[src/rtl/sm3_msg_src.sv]
// rtl/sm3_msg_src.sv - SM3 message word source: host word FIFO feeding the hash core, with end-of-message sequencing.
// Optional byte counter output enabled by SM3_MSG_SRC_BYTE_CNT_EN.
module sm3_msg_src #(
  parameter int FIFO_DEPTH = 4
) (
  input  logic        clk,
  input  logic        rst,
  input  logic        wr_en,
  input  logic [31:0] wr_data,
  input  logic [3:0]  wr_vld_byte,
  input  logic        wr_lst,
  output logic        wr_full,
  output logic [31:0] msg_inpt_d,
  output logic [3:0]  msg_inpt_vld_byte,
  output logic        msg_inpt_vld,
  output logic        msg_inpt_lst,
  input  logic        msg_inpt_rdy,
  input  logic        cmprss_otpt_vld,
  output logic        busy,
  output logic        done,
  output logic        err_ovf
`ifdef SM3_MSG_SRC_BYTE_CNT_EN
  ,
  output logic [60:0] msg_byte_num
`endif
);

  localparam int AW = (FIFO_DEPTH > 1) ? $clog2(FIFO_DEPTH) : 1;

  typedef enum logic [1:0] {IDLE, SEND, LAST, WAIT_RES} state_t;

  state_t          state_q;
  logic [31:0]     data_q [FIFO_DEPTH];
  logic [3:0]      mask_q [FIFO_DEPTH];
  logic            lst_q  [FIFO_DEPTH];
  logic [AW-1:0]   wr_ptr_q, rd_ptr_q;
  logic [AW:0]     cnt_q, cnt_d;
  logic            lst_seen_q;
  logic            done_q;
  logic            err_q;
  logic            fifo_full;
  logic            push, pop;

  // Full is decided from registered count only, so a pop frees its slot one cycle later.
  assign fifo_full = (cnt_q == (AW+1)'(FIFO_DEPTH));
  assign wr_full   = fifo_full | lst_seen_q | (state_q == LAST) | (state_q == WAIT_RES);
  assign push      = wr_en & ~wr_full;

  assign msg_inpt_vld      = (state_q == SEND) && (cnt_q != '0);
  assign msg_inpt_d        = msg_inpt_vld ? data_q[rd_ptr_q] : 32'h0;
  assign msg_inpt_vld_byte = msg_inpt_vld ? mask_q[rd_ptr_q] : 4'h0;
  assign msg_inpt_lst      = (state_q == LAST);
  assign pop               = msg_inpt_vld & msg_inpt_rdy;

  assign busy    = (state_q != IDLE);
  assign done    = done_q;
  assign err_ovf = err_q;

  always_comb begin
    cnt_d = cnt_q;
    case ({push, pop})
      2'b10:   cnt_d = cnt_q + 1'b1;
      2'b01:   cnt_d = cnt_q - 1'b1;
      default: cnt_d = cnt_q;
    endcase
  end

  // Storage needs no reset: every read is gated by the registered count.
  always_ff @(posedge clk) begin
    if (push) begin
      data_q[wr_ptr_q] <= wr_data;
      mask_q[wr_ptr_q] <= wr_vld_byte;
      lst_q[wr_ptr_q]  <= wr_lst;
    end
  end

`ifdef SM3_MSG_SRC_BYTE_CNT_EN
  logic [60:0] byte_cnt_q;
  logic [60:0] pop_bytes;

  assign pop_bytes    = 61'(msg_inpt_vld_byte[3]) + 61'(msg_inpt_vld_byte[2])
                      + 61'(msg_inpt_vld_byte[1]) + 61'(msg_inpt_vld_byte[0]);
  assign msg_byte_num = byte_cnt_q;

  always_ff @(posedge clk or posedge rst) begin
    if (rst) begin
      byte_cnt_q <= '0;
    end else if ((state_q == IDLE) && push) begin
      byte_cnt_q <= '0;
    end else if (pop) begin
      byte_cnt_q <= byte_cnt_q + pop_bytes;
    end
  end
`endif

  always_ff @(posedge clk or posedge rst) begin
    if (rst) begin
      state_q    <= IDLE;
      wr_ptr_q   <= '0;
      rd_ptr_q   <= '0;
      cnt_q      <= '0;
      lst_seen_q <= 1'b0;
      done_q     <= 1'b0;
      err_q      <= 1'b0;
    end else begin
      done_q <= 1'b0;
      cnt_q  <= cnt_d;
      if (wr_en && wr_full) err_q <= 1'b1;
      if (push) wr_ptr_q <= wr_ptr_q + 1'b1;
      if (pop)  rd_ptr_q <= rd_ptr_q + 1'b1;
      if (push && wr_lst) lst_seen_q <= 1'b1;

      case (state_q)
        IDLE:     if (push) state_q <= SEND;
        SEND:     if (pop && lst_q[rd_ptr_q]) state_q <= LAST;
        LAST:     state_q <= WAIT_RES;
        WAIT_RES: begin
          if (cmprss_otpt_vld) begin
            state_q    <= IDLE;
            done_q     <= 1'b1;
            lst_seen_q <= 1'b0;
          end
        end
        default:  state_q <= IDLE;
      endcase
    end
  end

endmodule

[config.mk]
export PLATFORM = sky130hd
export DESIGN_NAME = sm3_msg_src
export DESIGN_NICKNAME = d
export VERILOG_FILES = /design/src/rtl/sm3_msg_src.sv
export SDC_FILE = /design/constraint.sdc
export NUM_CORES = 1
export LEC_CHECK = 0
export ABC_AREA = 1
export CAP_MARGIN = 20
export CORE_MARGIN = 2
export CORE_UTILIZATION = 55
export CTS_CLUSTER_SIZE = 20
export DETAILED_ROUTE_END_ITERATION = 12
export PLACE_DENSITY = 0.83
export SETUP_SLACK_MARGIN = 0.2
export SLEW_MARGIN = 20
export SYNTH_ARGS = -nofsm -noshare
export SYNTH_HDL_FRONTEND = slang
export SYNTH_SLANG_ARGS = --single-unit
[constraint.sdc]
create_clock -name clk -period 3.9 [get_ports clk]
set_input_delay 0.585 -clock clk [delete_from_list [all_inputs] [get_ports clk]]
set_output_delay 0.585 -clock clk [all_outputs]
set_load 0.01 [all_outputs]
==> reports/metrics.cfg, run 1 <==
[sta]
setup_viol=0
final_max_slew_viol_count=0
min_period_ns=3.29
min_period_over_period_pct=84.3
slew_headroom_pct=40.3
timing_hold_violations_final=0
fmax_mhz=304
tightestPinTransition_ns=0.892
rsz0062_at_grt=no
finalClockSkew_ns=0.00767
final.setup.tns_ns=0

[power]
p_leak_nw=2.81
power.density_mw_per_mm2=449
peakVddDrop_v=0.000318

[synthesis]
yosysUniqueCellTypes=23
syn_area_per_cell_um2=12.3
ys_seq_elements=160
synth_seq_area_share_pct=73.4
synth_top_cell_area_share_pct=68.8
synth_most_common_cell=nor2_1
synth_top_area_cell=edfxtp_1
yosysWarningCount=0
synth_edf_count=148
synth_fp_nets=577
synth_ff_type=edfxtp_1
synthTopCellsByArea=edfxtp_1 (69%), nor2_1 (8.7%), dfrtp_1 (4.6%)
syn_inst=524
postSynth.asyncResetShare_pct=7.50
synthesis.area_mm2=0.00646
ys_top_cells_by_count=nor2_1 (149), edfxtp_1 (148), o21ai_0 (59)

[worst_setup_path]
worst_ep_arrival_time_ns=2.70
start_kind=register
cp-end-kind=output port
path_cells=inv_1 > ha_1 > nand2_2 > a21oi_1 > clkdlybuf4s50_1
crit_fanout=38
cp.required_ns=3.31
cp_slowest_cell=clkdlybuf4s50_1
cpPeakStageDelay_ns=0.60
criticalPathCategory=register to output port

[route]
dr_total_vias=4208
wl_um=13800
viasPerCell=5.49
drtAntennaViolNets=0
drcViolationCount=0
first_pass_iters=5
drt_iter0_markers=291
routedWlPerCell_um=18.0

[clock_network]
clk_latency_ns=0.41
cts_setup_buffers=0
cts-root-buf=clkbuf_16
cts_max_level=4
cts_hold_buf=0
clk_path_buf_depth=2
clk_pin_slew_worst_paths_ns=0.06
cts_resized=0
cts_tree=built
cts_buffers=17
cts.sinks=160

[floorplan]
core_area_mm2=0.0115
num_io_pins=84
rows=39
die_h_um=112
start_util_pct=56.4
dieArea_mm2=0.0126
die_w_um=112

[placement]
portBuffers=83
placed_area_mm2=0.00744
place.gp.congestion=0.736
place_hpwl_um=8390

[flow_run]
max-cap-violations=0

[finish]
fill_cells=780
fin_nets=664
postLayoutCellArea_mm2=0.00802
syn_to_final_growth_pct=24.1
multi_input_area_mm2=0.00149
drive_above_1_share_pct=8.03
seq_area_mm2=0.00475

[min_path]
hp-class=register to register

[global_routing]
grt_overflow=0
antenna_found_initial=1
grt_pass1_wl_um=22300
groute.usage.overall_pct=23.2
grt_max_degree=77
grt_pass1_vias=4535

[run_status]
status=finished clean

-- sequential cells by signal, indices dropped and copies added, names as in the netlist --
| signal | cells |
|---|---|
| state_q | 2 |
| data_q | 128 |
| mask_q | 16 |
| lst_q | 4 |
| rd_ptr_q | 2 |
| cnt_q | 3 |
| done | 1 |
| lst_seen_q | 1 |
| wr_ptr_q | 2 |
| err_ovf | 1 |
-- routing by layer --
| metal | GRT usage (%) | wire (µm) |
|---|---|---|
| met4 | 8.46 | 238 |
| met1 | 29.1 | 5650 |
| met2 | 39.8 | 7060 |
| met5 | 0 | 0 |
| met3 | 5.29 | 828 |
-- path summary, 6_finish.rpt --
kind	from	to	slack, ns	cells past startpoint
min in group asynchronous	rst	lst_seen_q	0.49	2
hold / removal	err_ovf	err_ovf	0.46	1
setup reg to reg	state_q[1]	cnt_q[2]	1.06	10
setup / recovery	state_q[1]	msg_inpt_d[18]	0.61	5
max in group asynchronous	rst	rd_ptr_q[0]	3.04	2
hold reg to reg	err_ovf	err_ovf	0.46	1
-- critical path: cells and delay by family (launching register included) --
kind | cells | cell delay (ns)
compound gates | 1 | 0.43
fa+ha+maj | 1 | 0.20
buf+inv | 2 | 0.73
flops | 1 | 0.42
simple gates | 1 | 0.49
-- cells by family after synthesis --
family,synth area share [%]
compound gates,8.94
flops,73.4
xor+xnor,0.677
buf+inv,4.01
simple gates,10.7
fa+ha+maj,2.25
-- power by group --
part	internal (mW)	leakage [nW]	switching, mW
combinational	0.0515	1.08	0.0653
clock	0.991	0.272	0.618
sequential	1.88	1.46	0.00155
-- final cells by class --
cell class / count / share of cell area (%)
Sequential cell: 160 / 59.2
Inverter: 26 / 1.22
Clock buffer: 18 / 5.35
Multi-Input combinational cell: 310 / 18.6
Antenna cell: 1 / 0.0312
Timing Repair Buffer: 96 / 11.6
Tap cell: 143 / 2.23
Clock inverter: 13 / 1.82
-- cells in the final DEF, fill, tap and decap left out --
| cell type | synthesis | layout |
|---|---|---|
| dfrtp_2 | 0 | 1 |
| clkbuf_16 | 0 | 17 |
| nand2_2 | 0 | 1 |
| inv_2 | 1 | 1 |
| clkdlybuf4s50_1 | 0 | 83 |
| nor2_1 | 149 | 145 |
| dfrtp_1 | 12 | 11 |
| clkinv_4 | 0 | 1 |
| a21oi_1 | 39 | 39 |
| fa_1 | 1 | 1 |
| or2_2 | 1 | 1 |
| edfxtp_1 | 148 | 148 |
| nor2_2 | 2 | 2 |
| nand2_1 | 20 | 19 |
| nor2_4 | 0 | 4 |
| inv_1 | 25 | 25 |
| buf_4 | 4 | 13 |
| xnor2_1 | 1 | 1 |
| o21ai_1 | 16 | 16 |
| clkbuf_1 | 7 | 1 |
| nand3_1 | 6 | 6 |
| bufinv_16 | 0 | 3 |
| diode_2 | 0 | 1 |
| ha_1 | 10 | 10 |
| xor2_1 | 4 | 4 |
| clkinvlp_4 | 0 | 3 |
| a21o_1 | 1 | 1 |
| o21ai_0 | 59 | 59 |
| clkinv_1 | 0 | 4 |
| nand3_2 | 1 | 1 |
| clkinv_2 | 0 | 2 |
-- through the flow --
stage | worst slack (ns) | instances | util, % | hold slack (ns) | power (mW)
final | 0.613 | 767 | 70.0 | 0.463 | 3.60
after global routing | 0.519 | 767 | 70.0 | 0.499 | 3.71
after CTS | 0.662 | 766 | 69.9 | 0.474 | 3.62
after detailed placement | 1.05 | 735 | 64.9 | 0.459 | 2.03
after floorplan | 0.883 | 524 | - | 0.446 | 1.96
after global placement | 1.22 | 735 | 64.9 | 0.442 | 2.02
Note: power is estimated with default switching activity, not from simulation.
==> inputs of run 2 (changes only) <==
--- a/config.mk
+++ b/config.mk
@@ -8,10 +8,10 @@
 export ABC_AREA = 1
 export CAP_MARGIN = 20
 export CORE_MARGIN = 2
-export CORE_UTILIZATION = 55
+export CORE_UTILIZATION = 50
 export CTS_CLUSTER_SIZE = 20
 export DETAILED_ROUTE_END_ITERATION = 12
-export PLACE_DENSITY = 0.83
+export PLACE_DENSITY = 0.79
 export SETUP_SLACK_MARGIN = 0.2
 export SLEW_MARGIN = 20
 export SYNTH_ARGS = -nofsm -noshare
==> constraint.sdc (replaced) <==
create_clock -name clk -period 2.77 [get_ports clk]
set_input_delay 0.4155 -clock clk [delete_from_list [all_inputs] [get_ports clk]]
set_output_delay 0.4155 -clock clk [all_outputs]
set_load 0.01 [all_outputs]
==> run 2 against run 1 <==
Effect of this change: wire length increased by 1.4%; final cell count increased by 5.1%; sequential cell count unchanged; sequential power increased by 40%; global-route usage decreased by 2.3 points; clock power increased by 33%; first-iteration DRC count increased by 19%; non-clock buffer count increased by 11; combinational power increased by 64%; critical endpoint is now msg_inpt_d[13].
==> reports/metrics.cfg, run 2 (synthesis gave the netlist of run 1 again) <==
[global_routing]
antenna_found_initial=0  ; -1
grt_max_degree=38  ; -51%
grt_overflow=0  ; unchanged
grt_pass1_vias=4350  ; -4.1%
grt_pass1_wl_um=22000  ; -1.5%
groute.usage.overall_pct=20.8  ; -2.3 points

[worst_setup_path]
path_cells=clkbuf_4 > clkinv_8 > buf_12 > o21ai_0 > a21oi_2 > clkdlybuf4s50_1
start_kind=register
timing.rr.end=cnt_q[2]
worst_ep_arrival_time_ns=2.24  ; -0.46 ns
cp.required_ns=2.35  ; -0.96 ns
cpPeakStageDelay_ns=0.56  ; -0.04 ns
r2r-start=state_q[1]
crit_fanout=20  ; -47%
cp_slowest_cell=clkdlybuf4s50_1
rr_worst_depth=11  ; +1
cp-end-kind=output port
reg2reg_slack_ns=0.39  ; -0.67 ns
criticalPathCategory=register to output port

[finish]
syn_to_final_growth_pct=28.5
largest_reg_flops=128  ; unchanged
largest_register=data_q
drive_above_1_share_pct=9.94  ; +1.9 points
utilization_pct=65.8  ; -4.1 points
largest_registers=data_q (128), mask_q (16), lst_q (4)
multi_input_area_mm2=0.00151  ; +1.3%
fin_nets=675  ; +1.7%
fill_cells=928  ; +19%
diodes=0  ; -1
postLayoutCellArea_mm2=0.00830  ; +3.5%
final_common_cell=edfxtp_1
final_cell_mix=edfxtp_1 (148), nor2_1 (145), clkdlybuf4s50_1 (69)
seq_area_mm2=0.00475  ; about the same

[floorplan]
die_w_um=118  ; +4.7%
rows=41  ; +5.1%
dieArea_mm2=0.0139  ; +9.6%
start_util_pct=51.2  ; -5.1 points
die_h_um=118  ; +4.7%
num_io_pins=84  ; unchanged
core_area_mm2=0.0126  ; +10%

[sta]
min_period_ns=2.66
slew_headroom_pct=66.7  ; +26 points
finalClockSkew_ns=0.00933  ; +0.00165 ns
fmax_mhz=376
fin_hold_ws_ns=0.311  ; -0.152 ns
tightestPinTransition_ns=0.499  ; -0.393 ns
timing_hold_violations_final=0  ; unchanged
rsz0062_at_grt=yes
min_period_over_period_pct=96.0
setup_viol=0  ; unchanged
final_max_slew_viol_count=0  ; unchanged

[route]
dr_total_vias=4287  ; +1.9%
drcViolationCount=0  ; unchanged
wl_um=14000  ; +1.4%
drtAntennaViolNets=0  ; unchanged
first_pass_iters=7  ; +2
routedWlPerCell_um=17.3  ; -3.6%
drt_iter0_markers=346  ; +19%
viasPerCell=5.32  ; -3.1%

[placement]
portBuffers=83  ; unchanged
place_hpwl_um=8060  ; -4.0%
placed_area_mm2=0.00756  ; +1.6%
place.gp.congestion=0.768  ; +4.4%

[power]
power.density_mw_per_mm2=599  ; +33%
peakVddDrop_v=0.000498  ; +57%
p_leak_nw=3.10  ; +10%

[clock_network]
clk_path_buf_depth=2  ; unchanged
clk_pin_slew_worst_paths_ns=0.06  ; about the same
cts_tree=built
cts_max_level=4  ; unchanged
cts_hold_buf=0  ; unchanged
cts.sinks=160  ; unchanged
cts_buffers=17  ; unchanged
cts-root-buf=clkbuf_16
clk_latency_ns=0.43  ; +0.02 ns

[min_path]
hp-class=input port to async pin

[flow_run]
max-cap-violations=0  ; unchanged

[run_status]
status=finished clean

run 2: cell types whose count changed in the layout (fill, tap and decap cells not counted), moves of 2 or more:
cell             change
clkdlybuf4s50_1     -14
dlymetal6s2s_1       +9
buf_12               +7
a21oi_1              -5
a21oi_2              +5
dlygate4sd2_1        +5
buf_4                -4
buf_8                +3
clkbuf_1             +2
clkinv_1             +2
clkinvlp_4           -2
run 2: final cells by class:
class                           count  share of cell area (%)
Clock buffer                       20                    5.26
Tap cell                          172                    2.59
Multi-Input combinational cell    310                    18.2
Inverter                           26                    1.37
Clock inverter                     11                    1.18
Timing Repair Buffer              107                    14.2
Sequential cell                   160                    57.2
run 2: worst max-delay path by stage:
stage                           start                    to  slack (ns)  depth (start not counted)
after floorplan            state_q[0]          data_q[0][0]       -0.25                          5
after global placement    rd_ptr_q[0]        msg_inpt_d[13]        0.31                          6
after detailed placement  rd_ptr_q[0]        msg_inpt_d[13]        0.26                          6
after CTS                  state_q[1]  msg_inpt_vld_byte[3]        0.10                          6
after global routing      rd_ptr_q[1]        msg_inpt_d[10]        0.01                          6
final                     rd_ptr_q[0]        msg_inpt_d[13]        0.11                          6
run 2: where the power goes:
part	switching [mW]	internal, mW
Combinational	0.0963	0.0955
Sequential	0.00244	2.64
Clock	0.848	1.29
Total	0.946	4.03
run 2: what timing repair did:
action                                  4_1_cts  5_1_grt
pin swaps                                     1        0
buffers inserted                              4        2
endpoints found under the setup margin       36       33
gates resized for setup                      19       17
gates cloned                                  1        1
run 2: per-stage QoR:
step                      worst slack, ns  instances  TNS, ns  total power, mW
after detailed placement            0.263        767        0             2.86
after global placement              0.311        767        0             2.85
final                               0.112        806        0             4.98
after global routing              0.00976        806        0             5.12
after CTS                           0.100        803        0             4.99
after floorplan                    -0.247        524   -36.61             2.76
run 2: critical path: cells and delay by family (launching register included):
family / cells / cell delay (ns)
AOI/OAI and AO/OA: 2 / 0.31
buffers and inverters: 4 / 1.01
DFF: 1 / 0.49
run 2: routing by layer:
| metal | GRT usage [%] | share of wire (%) | vias to the layer above |
|---|---|---|---|
| met5 | 0 | 0 | - |
| met4 | 9.04 | 2.0 | 0 |
| met3 | 4.55 | 6.6 | 25 |
| met2 | 33.0 | 50 | 159 |
| met1 | 27.9 | 42 | 2090 |
| li1 | - | - | 2013 |
